[src/rtl/c3lib_ckg_pkg.sv]
// -----------------------------------------------------------------------------
// c3lib_ckg_pkg
// Shared definitions for the clock-gating enable controller family.
//   ckg_state_e  : FSM state encoding, exported unchanged on the state port
//                  (OFF=0, WAKE=1, ON=2, DRAIN=3).
//   CKG_STATE_W  : width of the exported state bus.
// -----------------------------------------------------------------------------
package c3lib_ckg_pkg;

  localparam int CKG_STATE_W = 2;

  typedef enum logic [CKG_STATE_W-1:0] {
    CKG_OFF   = 2'd0,
    CKG_WAKE  = 2'd1,
    CKG_ON    = 2'd2,
    CKG_DRAIN = 2'd3
  } ckg_state_e;

endpackage

[src/rtl/c3lib_ckg_en_ctrl.sv]
// -----------------------------------------------------------------------------
// c3lib_ckg_en_ctrl
// Registered clock-enable controller sitting one stage upstream of the
// negative-edge clock-gater cell. A request (req or force_on) wakes the gated
// clock, ack is raised once WAKE_CYC cycles have elapsed, and after the
// request drops the clock is held for idle_cnt_cfg cycles before gating off.
//
// Ports:
//   clk           free-running ungated clock (also drives the gater)
//   rst           synchronous reset, active-high
//   req           level activity request, four-phase with ack
//   force_on      debug/test override, behaves like a request
//   idle_cnt_cfg  idle hold-off in cycles, sampled on DRAIN entry
//   clk_en        registered enable to the gater
//   ack           registered acknowledge, high only in ON
//   state         FSM status (OFF=0, WAKE=1, ON=2, DRAIN=3)
// -----------------------------------------------------------------------------
module c3lib_ckg_en_ctrl
  import c3lib_ckg_pkg::*;
#(
  parameter int WAKE_CYC = 2,
  parameter int IDLE_W   = 8
) (
  input  logic                   clk,
  input  logic                   rst,
  input  logic                   req,
  input  logic                   force_on,
  input  logic [IDLE_W-1:0]      idle_cnt_cfg,
  output logic                   clk_en,
  output logic                   ack,
  output logic [CKG_STATE_W-1:0] state
);

  localparam logic [IDLE_W-1:0] WAKE_LOAD = IDLE_W'(WAKE_CYC - 1);
  localparam logic [IDLE_W-1:0] CNT_ONE   = IDLE_W'(1);

  ckg_state_e        cur_state;
  ckg_state_e        nxt_state;
  logic [IDLE_W-1:0] cnt;
  logic [IDLE_W-1:0] nxt_cnt;
  logic              act;

  assign act = req | force_on;

  // Next-state and counter logic. The one down-counter is shared: it times the
  // wake-up delay in WAKE and the idle hold-off in DRAIN. It is only reloaded
  // on entry to those states and only decremented while nonzero, so it never
  // wraps.
  always_comb begin
    nxt_state = cur_state;
    nxt_cnt   = cnt;
    case (cur_state)
      CKG_OFF: begin
        if (act) begin
          nxt_state = CKG_WAKE;
          nxt_cnt   = WAKE_LOAD;
        end
      end
      // WAKE is never aborted, even if the request drops; ON sorts it out.
      CKG_WAKE: begin
        if (cnt == '0) begin
          nxt_state = CKG_ON;
        end else begin
          nxt_cnt = cnt - CNT_ONE;
        end
      end
      CKG_ON: begin
        if (!act) begin
          if (idle_cnt_cfg == '0) begin
            nxt_state = CKG_OFF;
          end else begin
            nxt_state = CKG_DRAIN;
            nxt_cnt   = idle_cnt_cfg - CNT_ONE;
          end
        end
      end
      // A returning request wins over expiry and needs no wake delay because
      // the clock never stopped.
      CKG_DRAIN: begin
        if (act) begin
          nxt_state = CKG_ON;
        end else if (cnt == '0) begin
          nxt_state = CKG_OFF;
        end else begin
          nxt_cnt = cnt - CNT_ONE;
        end
      end
      default: begin
        nxt_state = CKG_OFF;
      end
    endcase
  end

  // State, counter and outputs. clk_en and ack are decoded from the next state
  // and registered alongside it, so both are pure flop outputs that change
  // only at posedge clk, ahead of the gater's negative-edge latch.
  always_ff @(posedge clk) begin
    if (rst) begin
      cur_state <= CKG_OFF;
      cnt       <= '0;
      clk_en    <= 1'b0;
      ack       <= 1'b0;
    end else begin
      cur_state <= nxt_state;
      cnt       <= nxt_cnt;
      clk_en    <= (nxt_state != CKG_OFF);
      ack       <= (nxt_state == CKG_ON);
    end
  end

  assign state = cur_state;

endmodule
[config.mk]
export PLATFORM = sky130hd
export DESIGN_NAME = c3lib_ckg_en_ctrl
export DESIGN_NICKNAME = d
export VERILOG_FILES = /design/src/rtl/c3lib_ckg_pkg.sv /design/src/rtl/c3lib_ckg_en_ctrl.sv
export SDC_FILE = /design/constraint.sdc
export NUM_CORES = 1
export LEC_CHECK = 0
export ABC_AREA = 1
export CAP_MARGIN = 20
export CORE_MARGIN = 3
export CORE_UTILIZATION = 30
export DETAILED_ROUTE_END_ITERATION = 10
export PLACE_DENSITY = 0.5
export SYNTH_ARGS = -nofsm -noshare
export SYNTH_HDL_FRONTEND = slang
export SYNTH_SLANG_ARGS = --single-unit
[constraint.sdc]
create_clock -name clk -period 3.6 [get_ports clk]
set_input_delay 0.54 -clock clk [delete_from_list [all_inputs] [get_ports clk]]
set_output_delay 0.54 -clock clk [all_outputs]
set_load 0.05 [all_outputs]
==> results of run 1 <==
routing by layer:
metal	vias up	GRT usage [%]	routed length [um]
li1	436	-	-
met1	362	16.0	973
met2	18	19.8	891
met3	6	3.95	107
met4	0	7.44	42
met5	-	0	0
sequential cells by signal, summed over array words and instances, names as in the netlist:
name,flops
cnt,8
state,2
ack,1
clk_en,1
how the worst max path moves through the flow:
stage | end | slack [ps] | startpoint | cells after the start
2_1_floorplan | cnt[4]$_SDFFE_PP0P_ | 1820 | state[0]$_SDFF_PP0_ | 9
3_3_place_gp | cnt[7]$_SDFFE_PP0P_ | 1430 | force_on | 8
3_5_place_dp | cnt[7]$_SDFFE_PP0P_ | 1400 | force_on | 8
4_1_cts | state[1] | 1500 | state[1]$_SDFF_PP0_ | 1
5_1_grt | state[1] | 1430 | state[1]$_SDFF_PP0_ | 1
6_report | state[1] | 1520 | state[1]$_SDFF_PP0_ | 1
per-stage QoR:
step           std cells  hold WS [ps]  power (mW)  util [%]  cell area [um^2]
3_5_place_dp         173           483       0.906      38.7               995
3_3_place_gp         173           474       0.903      38.7               995
5_1_grt              176           529        1.08      39.6              1020
4_1_cts              176           494       0.993      39.6              1020
2_1_floorplan        131           456       0.777         -               833
6_report             176           492       0.984      39.6              1020
cells in the final DEF (no fill, tap or decap), drive strengths merged, types with 3 or more instances in the layout:
master	instances
a21oi	8
clkbuf	3
clkdlybuf4s50	15
dfxtp	12
inv	18
nand2	42
nand3	6
nor2	24
o21ai	8
layout make-up:
type                            count  share of cell area (%)
Clock buffer                        3                    2.21
Inverter                           18                    6.64
Multi-Input combinational cell     97                    48.3
Sequential cell                    12                    23.6
Tap cell                           30                    3.69
Timing Repair Buffer               16                    15.5
logic make-up (layout without fill, tap and decap cells):
group	count (synthesis)	count (layout)	share of synthesized area, %
xor gates and xnor gates	3	3	3.15
buffers and inverters	22	37	12.2
DFF	12	12	28.8
adders and majority gates	1	1	1.50
AOI/OAI and AO/OA	17	17	12.3
and+or+nand+nor	76	76	42.0
power by group through the flow:
stage,combinational (mW),clock (mW),sequential [mW]
after global routing,0.746,0.0933,0.245
after CTS,0.672,0.0850,0.236
final,0.666,0.0837,0.234
after floorplan,0.479,0,0.298
after global placement,0.664,0,0.239
after detailed placement,0.667,0,0.239
==> flow_summary.ini, run 1 <==
[clock_network]
cts_resized = 0
clk_latency_ps = 270
h-tree-depth = 1
path_clk_slew_ps = 80
ctsHoldBuffers = 0
cts_inserted_buffers = 3
cts_buffer_depth = 2
cts_tree = yes
root_buffer = clkbuf_4
cts_sinks = 12
cts_setup_buffers = 0

[critical_path]
cp-start-kind = flip-flop
worstPathCellList = clkdlybuf4s50_1
slowest_delay_ps = 840
critPathMaxFanout = 5
arrival_ps = 1540
crit_buf_inv = 1
cpMaxStageDelayCell = clkdlybuf4s50_1
rr_worst_depth = 9
r2r_end = cnt[6]$_SDFFE_PP0P_
worstReg2RegStart = state[0]$_SDFF_PP0_
endpoint_kind = output pin
crit_type = reg2out
r2r_setup_slack_ps = 1890
required_ps = 3060
critical-path-top-delay-family = buffers and inverters

[power]
vdd_drop_max_mv = 0.457
switchingPower_uw = 525
p_comb_share_pct = 67.7
leakage_nw = 0.432
p_int_uw = 459
swShare_pct = 53.4
clkPwrFrac_pct = 8.5
power_frac_seq_pct = 23.8
powerDensity_nw_per_um2 = 967

[logic_synthesis]
syn_inst = 131
synth_seq_cells = 12
synth_flop_cell = dfxtp_1
avgSynthCellArea_um2 = 6.36
synthTopCellsByCount = nand2_1, nor2_1, inv_1, dfxtp_1, a21oi_1
synth_top_area_cell = dfxtp_1
synthesis.nets = 144
synthTopCellsByArea = dfxtp_1, nand2_1, nor2_1
yosys_warnings = 0
synth_most_common_cell = nand2_1
synth_seq_area_share_pct = 28.8
synth_top_area_share_pct = 28.8
postSynth.asyncResetShare_pct = 0
syn_area_um2 = 833
synth-edff-count = 0
synth.distinct_cells = 24

[placed_design]
hpwl_um = 1580
gp_congestion = 0.754
io_buffers = 15
place_ws_ps = 1400

[layout]
regArea_um2 = 240
syn_to_final_growth_pct = 22.1
multi_input_area_um2 = 492
n_fill_cell = 293
antenna_cells = 0
final_nets = 161
drive_gt1_share_pct = 17.8

[die]
chipHeight_um = 58.7
row_count = 18
core_um2 = 2570
die_area_um2 = 3450
ios = 16
die_x_um = 58.7
initial_core_util_pct = 32.5

[route]
via_per_inst = 4.67
totalWireLength_um = 2010
route.detailed.drc = 0
post_drt_wl_per_cell_um = 11.4
firstDrtPassIters = 4
vias = 822
detail-route-antenna-nets = 0
drt_iter0_drc = 26

[sta]
worstMarginPinSlew_ps = 503
period_needed_ps = 2080
final.setup_skew_ps = 4.23
slew_headroom_pct = 66.4
tns_ps = 0
drv_slew = 0
finalSetupViolations = 0
final-hold-violation-count = 0
max_freq_mhz = 480
fin_ws_ps = 1520
rsz0062_at_grt = false
post-route-period-util_pct = 57.9

[global_routing]
grt_overflow = 0
grt_use_total_pct = 12.9
grt_pass1_vias = 780
antenna_found_initial = 0
grt_pass1_wl_um = 3330
grt_start_max_net_pins = 21

[min_path]
holdPathStages = 2
hold_path.startpoint = cnt[6]$_SDFFE_PP0P_
whs_endpoint = cnt[6]$_SDFFE_PP0P_
hold_class = reg2reg

[run_status]
outcome = complete, no violations

[flow_run]
drv_cap = 0
No activity file was read; power rests on OpenSTA's default activity.
==> inputs of run 2 (changes only) <==
- PLACE_DENSITY: 0.5 -> 0.52
- clock period: 3.6 -> 1.9 ns (I/O delays scaled with it)
==> run 2 against run 1 <==
Against the previous run:
- sequential share of layout area fell by 1.0 points
- core utilization increased by 1.8 points
- clock power increased by 78%
- critical path type unchanged
- routed wire length shrank 4.8%
- highest routed layer unchanged
==> flow_summary.ini, run 2 (synthesized netlist as in run 1, its figures left out) <==
[placed_design]
hpwl_um = 1640
placedCellCount = 178
gp_congestion = 0.783
io_buffers = 15
dpl_cell_area_um2 = 1040
place_ws_ps = 92.8

[layout]
mostFrequentLayoutCells = nand2_1, nor2_1, inv_1, clkdlybuf4s50_1, dfxtp_1
finalNonFillerCells = 181
largest_register_ffs = 8
utilization_pct = 41.4
final_common_cell = nand2_1
syn_to_final_growth_pct = 27.5
final_area_um2 = 1060
final_nets = 166
drive_gt1_share_pct = 21.9
antenna_cells = 0
top_register = cnt

[sta]
drv_slew = 0
final-hold-violation-count = 0
post-route-period-util_pct = 88.1
worstMarginPinSlew_ps = 504
period_needed_ps = 1670
finalSetupViolations = 0
slew_headroom_pct = 66.3
hold_ws_ps = 486
max_freq_mhz = 597
final.setup_skew_ps = 0.516
rsz0062_at_grt = false
fin_ws_ps = 225
tns_ps = 0

[route]
route.detailed.drc = 0
detail-route-antenna-nets = 0
drt_iter0_drc = 13
firstDrtPassIters = 3
via_per_inst = 4.49
vias = 813
top_layer = met4
wl_met1_um = 886
post_drt_wl_per_cell_um = 10.6
wl_met2_um = 935
wl_met3_um = 57
totalWireLength_um = 1920

[global_routing]
grt_use_total_pct = 13.1
grt_overflow = 0
grt_pass1_vias = 772
antenna_found_initial = 0
grt_start_max_net_pins = 11
grt_pass1_wl_um = 3360

[clock_network]
cts_sinks = 12
h-tree-depth = 1
path_clk_slew_ps = 60
cts_tree = yes
cts_buffer_depth = 2
cts_setup_buffers = 0
clk_latency_ps = 270
cts_resized = 0
ctsHoldBuffers = 0
cts_inserted_buffers = 3
root_buffer = clkbuf_4

[critical_path]
critical-path-top-delay-family = buffers and inverters
required_ps = 1620
endpoint_kind = output pin
slowest_delay_ps = 800
arrival_ps = 1390
cpMaxStageDelayCell = clkdlybuf4s50_1
critPathMaxFanout = 1
r2r_setup_slack_ps = 310
crit_buf_inv = 1
crit_type = reg2out
worstPathCellList = clkdlybuf4s50_1
cp-start-kind = flip-flop

[die]
row_count = 18
ios = 16
die_x_um = 58.7
core_um2 = 2570
initial_core_util_pct = 32.5
die_area_um2 = 3450
chipHeight_um = 58.7

[run_status]
outcome = complete, no violations

[flow_run]
drv_cap = 0

[power]
vdd_drop_max_mv = 1.05
powerDensity_nw_per_um2 = 1830
leakage_nw = 0.464
fin_total_pwr_mw = 1.94

[min_path]
hold_class = reg2reg
==> run 2: changes by cell type in the layout (fill, tap and decap cells not counted), sizes merged <==
cell / delta
clkdlybuf4s50: -2
buf: +7
==> run 2: where the power goes <==
part	internal (mW)	switching [mW]	total [mW]
Combinational	0.516	0.811	1.33
Clock	0.0734	0.0756	0.149
Sequential	0.362	0.103	0.465
Total	0.951	0.990	1.94
==> run 2: final timing paths <==
kind                        from                   to  cells past startpoint
max            clk_en$_SDFF_PP0_               clk_en                      1
min          cnt[4]$_SDFFE_PP0P_  cnt[4]$_SDFFE_PP0P_                      2
max reg2reg  state[0]$_SDFF_PP0_  cnt[3]$_SDFFE_PP0P_                      8
min reg2reg  cnt[4]$_SDFFE_PP0P_  cnt[4]$_SDFFE_PP0P_                      2
==> run 2: final cells by class <==
type | count | area [um^2]
clock buffers | 3 | 22.5
fillers | 295 | 1510
inverters | 18 | 67.6
multi-input cells | 97 | 492
flip-flops and latches | 12 | 240
well taps | 30 | 37.5
repair buffers | 21 | 203
==> run 2: per-layer routing <==
layer	GRT usage (%)	vias to the layer above
li1	-	443
met1	15.8	357
met2	21.4	8
met3	3.29	5
met4	6.80	0
met5	0	-
==> inputs of run 3 (changes only) <==
- CTS_BUF_LIST: not set -> sky130_fd_sc_hd__clkbuf_4 sky130_fd_sc_hd__clkbuf_8 sky130_fd_sc_hd__clkbuf_16
- RECOVER_POWER: not set -> 50
==> run 3 against run 2 <==
Against the previous run:
- via count is 1.5% higher
- worst setup slack worse by 7.5 ps
- sequential power barely moved
- clock skew grew 2.3 ps
- critical path depth is the same
- non-clock buffer count did not move
- routed wire length is 0.68% higher
- global-route usage did not move
- die area did not move
- combinational power is 3% lower
- cell area down 1.2%
- critical endpoint unchanged
==> flow_summary.ini, run 3 (synthesized netlist as in run 1, its figures left out) <==
[clock_network]
cts_setup_buffers = 0
ctsHoldBuffers = 0
cts_tree = yes
cts_sinks = 12
h-tree-depth = 1
root_buffer = clkbuf_4
cts_buffer_depth = 2
cts_inserted_buffers = 3
clk_latency_ps = 270
path_clk_slew_ps = 70
cts_resized = 0

[global_routing]
grt_use_total_pct = 13.1
grt_pass1_vias = 772
grt_start_max_net_pins = 11
grt_pass1_wl_um = 3360
grt_overflow = 0
antenna_found_initial = 0

[sta]
period_needed_ps = 1680
final.setup_skew_ps = 2.78
rsz0062_at_grt = false
worstMarginPinSlew_ps = 589
max_freq_mhz = 595
tns_ps = 0
finalSetupViolations = 0
final-hold-violation-count = 0
slew_headroom_pct = 60.9
drv_slew = 0
post-route-period-util_pct = 88.5

[die]
die_x_um = 58.7
chipHeight_um = 58.7
die_area_um2 = 3450
ios = 16
initial_core_util_pct = 32.5
core_um2 = 2570
row_count = 18

[power]
p_comb_share_pct = 67.8
clkPwrFrac_pct = 7.9
p_int_uw = 925
switchingPower_uw = 984
vdd_drop_max_mv = 0.994
fin_total_pwr_mw = 1.91
swShare_pct = 51.5
leakage_nw = 0.452
powerDensity_nw_per_um2 = 1820
power_frac_seq_pct = 24.3

[route]
route.detailed.drc = 0
post_drt_wl_per_cell_um = 10.7
wl_met2_um = 939
wl_met3_um = 47
firstDrtPassIters = 3
drt_iter0_drc = 14
top_layer = met4
wl_met1_um = 911
totalWireLength_um = 1930
vias = 825
via_per_inst = 4.56
detail-route-antenna-nets = 0

[placed_design]
io_buffers = 15
hpwl_um = 1640
gp_congestion = 0.783

[critical_path]
critPathMaxFanout = 1
cpMaxStageDelayCell = clkdlybuf4s50_1
endpoint_kind = output pin
slowest_delay_ps = 810
critical-path-top-delay-family = buffers and inverters
crit_buf_inv = 1
worstPathCellList = clkdlybuf4s50_1
cp-start-kind = flip-flop
arrival_ps = 1400
crit_type = reg2out
required_ps = 1620

[layout]
antenna_cells = 0
utilization_pct = 40.9
final_common_cell = nand2_1
largest_register_ffs = 8
drive_gt1_share_pct = 19.2
syn_to_final_growth_pct = 26.0
final_nets = 166
mostFrequentLayoutCells = nand2_1, nor2_1, inv_1
top_register = cnt

[flow_run]
drv_cap = 0

[min_path]
hold_class = reg2reg

[run_status]
outcome = complete, no violations
[run 3: metal layers]
layer	vias up	track usage [%]
met3	4	3.29
li1	445	-
met4	0	6.80
met2	10	21.4
met5	-	0
met1	366	15.8
[run 3: power groups by stage]
stage          clock (mW)  sequential, mW  combinational [mW]
2_1_floorplan           0           0.565               0.908
3_3_place_gp            0           0.473                1.34
3_5_place_dp            0           0.473                1.34
4_1_cts             0.157           0.468                1.35
5_1_grt             0.172           0.482                1.46
6_report            0.151           0.464                1.29
[run 3: final cells by class]
type | instances | area, um^2
clock buffer | 3 | 22.5
fill | 299 | 1520
timing repair buffer | 21 | 195
inverter | 18 | 67.6
tap | 30 | 37.5
multi-input combinational | 97 | 487
sequential | 12 | 240
[run 3: worst register-to-register path: stages, from the launching register on]
cell and delay [ps]:
dfxtp_1 500, buf_4 240, nand2_2 70, o21ai_2 80
nand2_1 120, nor2_2 150, xor2_1 200, nand2_1 70
a21oi_1 110
[run 3: path summary, 6_finish.rpt]
kind / from / to / slack [ps] / cells past startpoint
hold / removal: cnt[4]$_SDFFE_PP0P_ / cnt[4]$_SDFFE_PP0P_ / 490 / 2
hold reg to reg: cnt[4]$_SDFFE_PP0P_ / cnt[4]$_SDFFE_PP0P_ / 490 / 2
setup / recovery: clk_en$_SDFF_PP0_ / clk_en / 220 / 1
setup reg to reg: state[0]$_SDFF_PP0_ / cnt[3]$_SDFFE_PP0P_ / 300 / 8
[run 3: stage by stage]
stage / cell area [um^2] / instances / hold slack (ps) / worst slack [ps]
3_5_place_dp: 1040 / 178 / 475 / 92.8
6_report: 1050 / 181 / 487 / 218
5_1_grt: 1050 / 181 / 494 / 117
3_3_place_gp: 1040 / 178 / 475 / 84.3
2_1_floorplan: 833 / 131 / 456 / 119
4_1_cts: 1060 / 181 / 484 / 196
